[src/rtl/prbs9_checker_err_counter.sv]
// Saturating bit-error accumulator. A clear overrides an increment in the same cycle.
// CNT_W must be at least 4 so that a whole byte's worth of errors fits into one step.
module prbs9_err_counter #(
   parameter int CNT_W = 16
) (
   input  logic             clk_i,
   input  logic             rst_i,
   input  logic             clear_i,
   input  logic             inc_en_i,
   input  logic [3:0]       inc_i,
   output logic [CNT_W-1:0] count_o
);

   logic [CNT_W-1:0] count_q;
   logic [CNT_W-1:0] count_d;
   logic [CNT_W:0]   sum;

   // Next count: clear first, otherwise add and clamp to all-ones on carry out.
   always_comb begin
      sum     = {1'b0, count_q} + {{(CNT_W-3){1'b0}}, inc_i};
      count_d = count_q;
      if (clear_i) begin
         count_d = '0;
      end else if (inc_en_i) begin
         count_d = sum[CNT_W] ? {CNT_W{1'b1}} : sum[CNT_W-1:0];
      end
   end

   // Count register with synchronous reset.
   always_ff @(posedge clk_i) begin
      if (rst_i) begin
         count_q <= '0;
      end else begin
         count_q <= count_d;
      end
   end

   assign count_o = count_q;

endmodule

[config.mk]
export PLATFORM = sky130hd
export DESIGN_NAME = prbs9_err_counter
export DESIGN_NICKNAME = d
export VERILOG_FILES = /design/src/rtl/prbs9_checker_err_counter.sv
export SDC_FILE = /design/constraint.sdc
export NUM_CORES = 1
export LEC_CHECK = 0
export ABC_AREA = 1
export BUFFER_PORTS_ARGS = -buffer_cell sky130_fd_sc_hd__buf_2
export CAP_MARGIN = 25
export CORE_ASPECT_RATIO = 0.9
export CORE_UTILIZATION = 45
export DETAILED_ROUTE_END_ITERATION = 7
export PLACE_DENSITY_LB_ADDON = 0.3
export SYNTH_ARGS = -nofsm -noshare
export SYNTH_HDL_FRONTEND = slang
export SYNTH_SLANG_ARGS = --single-unit
[constraint.sdc]
create_clock -name clk_i -period 3.42 [get_ports clk_i]
set_input_delay 0.342 -clock clk_i [delete_from_list [all_inputs] [get_ports clk_i]]
set_output_delay 0.342 -clock clk_i [all_outputs]
set_load 0.03 [all_outputs]
-- Yosys cells after proc, flatten, opt, wreduce, memory -nomap -nowiden
Cells that the tools add are included.
- add/sub/neg operators: 1
- mux-type cells: 1
- reduce and logical (&&, ||, !) cells: 1
- operators by type and width (operator ; count):
    adder 16 x 4 -> 17 bit ; 1
    2-to-1 mux 16 bit ; 1
    OR reduction 2 bit ; 1
- register bits after elaboration: 16
- bits of input ports: 8
- output and inout port bits: 16
- word-level logic and storage cells: 4

-- Logic depth before layout (Yosys ltp)
- depth after elaboration: 2
- depth in mapped cells: 10
- depth with buffers taken out: 10

-- Least setup slack after synthesis
Ideal clock, no wire load.
- path kind: flip-flop to flip-flop
- start: register count_q[0], in the netlist count_o[0]
- end: register count_q[7], in the netlist count_o[7]
- arrival time: 1.704 ns
- required time: 3.311 ns
- setup slack: 1.607 ns
- cell stages (with the launch flop): 11
- path through: dfxtp_1 > ha_1 > fa_1 > nand3_1 > nand3_2 > nand2_4 > nor2_8 > nand2_4 > nand3_1 > nand2_1 > inv_1
- cells in the longest elaborated chain, start to end: 2
- ends and longest elaborated chain (item ; line ; source):
    start: declaration ; 14 ; logic [CNT_W-1:0] count_q;
    start signal: assignment ; 34 ; count_q <= count_d;
    adder 16 x 4 -> 17 bit ; 20 ; sum = {1'b0, count_q} + {{(CNT_W-3){1'b0}}, inc_i};
    2-to-1 mux 16 bit ; 25 ; count_d = sum[CNT_W] ? {CNT_W{1'b1}} : sum[CNT_W-1:0];
No other way between the ends.
A chain may end at the register's enable or synchronous reset.

-- Final worst setup path
- start: register count_q[0], in the netlist count_o[0]
- end: register count_q[9], in the netlist count_o[9]
The elaborated chain is that of the path after synthesis.

==> flow_summary.toml <==
[synthesis]
synth_warnings = 0
yosys-top-cells-area = "dfxtp_1, nand2_1, nand3_1, inv_1, nor2_1"
syn_nets = 169
synth_ff_type = "dfxtp_1"
ys_seq_area_share_pct = 28.8
yosysTopAreaCellShare_pct = 28.8
ys_ff_latch = 16
syn-cell-area_um2 = 1110
synth_area_per_cell_um2 = 7.13
synth.distinct_cells = 27
async_reset_ff_share_pct = 0
syn_inst = 156
synth_edf_count = 0
yosysTopAreaCell = "dfxtp_1"

[grt]
gr-total-overflow = 0
grt_pass1_vias = 986
grt_max_degree = 21
grt.total_usage_pct = 22.0
antenna_found_initial = 0
grt_pass1_wl_mm = 4.26

[timing]
setup_violations = 0
fin_worst_skew_ns = 0.00462
rsz0062_at_grt = "no"
final_max_slew_viol_count = 0
layout_min_cycle_time_ns = 1.82
relSlewSlack_pct = 74.7
fmax_mhz = 550
worst_pin_slew_ns = 0.379
fin_crit_sh_pct = 53.1
finalSetupTns_ns = 0
fin_hold_ws_ns = 0.354
hold_viol = 0

[finish]
fin_nets = 195
fill_cells = 221
largest_register_ffs = 16
diodes = 0
fin_area_um2 = 1280
drive_gt1_share_pct = 25.4
stdcell_count = 208
postLayoutCoreUtil_pct = 56.5
syn_to_final_growth_pct = 15.0

[die]
num_rows = 16
dieArea_um2 = 2670
start_util_pct = 49.2
die_y_um = 49.2
core_area_um2 = 2260
die_x_um = 54.4
ios = 24

[placement]
place_area_um2 = 1240
gp_congestion = 0.854
dp_hpwl_mm = 1.88
place_inst = 204
portBuffers = 23

[clock_network]
cts-resized-gates = 0
cts.path.max_buffers = 2
cts_root_buffer = "clkbuf_4"
cts_tree = "built"
cts_setup_buffers = 0
clock-sinks = 16
cts_hold_buf = 0
cts_inserted_buffers = 3
cts_max_level = 1
clkLatencyLatePin_ns = 0.30
path_clk_slew_ns = 0.10

[status]
outcome = "complete, no violations"

[critical_path]
critPathArrivalTime_ns = 2.02
cp.required_ns = 3.63
rr_endpoint = "count_o[9]$_SDFFE_PP0P_"
crit_path_start_kind = "register"
worstReg2RegStart = "count_o[0]$_SDFFE_PP0P_"
rr_worst_depth = 10
cp-startpoint = "count_o[0]$_SDFFE_PP0P_"
crit_fanout = 7
r2r_slack_ns = 1.60
critPathCaptureType = "register"
endpoint = "count_o[9]$_SDFFE_PP0P_"
critical_path_class = "register to register"

[worst_hold_path]
worstHoldPathType = "input pin to register"
holdCritStartpoint = "rst_i"
worstHoldPathCells = 4

[routing]
drcViolationCount = 0
ant_nets = 0
viasPerCell = 5.17
wl_mm = 2.42
routed-via-count = 1075
dr.pass1.iters = 4
drtIter0Drc = 34
post_drt_wl_per_cell_um = 11.6

[run]
drv_cap = 0

[pwr]
p_per_area_nw_per_um2 = 284
vdd_drop_max_v = 0.000202
leakagePower_nw = 0.708
[cell usage in the layout, fill, tap and decap left out, drive strengths merged]
| cell type | instances |
|---|---|
| inv | 24 |
| fa | 1 |
| nor3 | 1 |
| buf | 23 |
| nand2 | 39 |
| ha | 4 |
| o21ai | 4 |
| xor2 | 2 |
| dfxtp | 16 |
| nor2 | 22 |
| nand3 | 21 |
| clkbuf | 4 |
| a31oi | 3 |
| or2 | 1 |
| nand4 | 7 |
| a211oi | 1 |
| xnor2 | 1 |
| a21oi | 7 |
[worst min-delay path by stage]
stage	end	slack, ns
after floorplan	count_o[10]$_SDFFE_PP0P_	0.49
after global placement	count_o[3]$_SDFFE_PP0P_	0.53
after detailed placement	count_o[2]$_SDFFE_PP0P_	0.53
after CTS	count_o[7]$_SDFFE_PP0P_	0.36
after global routing	count_o[7]$_SDFFE_PP0P_	0.35
final	count_o[7]$_SDFFE_PP0P_	0.35
[report_power, final]
| group | total [W] | switching, W | internal (W) |
|---|---|---|---|
| Clock | 0.000129 | 0.0000639 | 0.0000650 |
| Sequential | 0.000191 | 0.00000224 | 0.000189 |
| Combinational | 0.0000440 | 0.0000292 | 0.0000148 |
| Total | 0.000364 | 0.0000954 | 0.000268 |
[cell usage after synthesis, types with 2 or more instances]
library cell,instances
nand2_1,33
inv_1,22
nand3_1,18
nor2_1,18
dfxtp_1,16
a21oi_1,7
nand4_1,6
ha_1,4
o21ai_0,4
nand2_2,3
nand2_4,3
nand3_2,3
a31oi_1,2
inv_2,2
nor2_8,2
xor2_1,2
[cell type report]
class | count | area [µm²] | area share, %
multi-input cells | 114 | 683 | 53.4
flip-flops and latches | 16 | 320 | 25.0
repair buffers | 23 | 115 | 9.00
inverters | 24 | 90.1 | 7.04
clock buffers | 4 | 36.3 | 2.84
well taps | 27 | 33.8 | 2.64
[worst max-delay path, stage by stage, from the launching register on]
cell and delay (ns):
dfxtp_1 0.34, ha_1 0.20, fa_1 0.41, nand3_1 0.11, nand3_2 0.18, nand2_4 0.15, nor2_8 0.05, nand2_4 0.10
nand3_1 0.08, nand2_1 0.06, inv_1 0.04
[per-layer routing]
layer,global-route usage [%],up-vias,part of all wire (%)
li1,-,555,-
met1,27.6,490,47
met2,33.9,26,46
met3,7.79,4,5.5
met4,7.69,0,1.3
met5,0,-,0
[logic make-up (layout without fill, tap and decap cells)]
logic type      Yosys count  after routing  share of synthesized area (%)
simple gates             91             91                           44.4
fa+ha+maj                 5              5                           6.30
flops                    16             16                           28.8
xor+xnor                  3              3                           2.36
compound gates           15             15                           8.32
buf+inv                  26             51                           9.79
[through the flow]
stage	total power [W]	setup slack, ns
5_1_grt	0.000381	1.46
6_report	0.000364	1.60
3_5_place_dp	0.000239	1.47
2_1_floorplan	0.000226	1.61
4_1_cts	0.000366	1.60
3_3_place_gp	0.000238	1.54
Power figures use the tool's default switching activity.
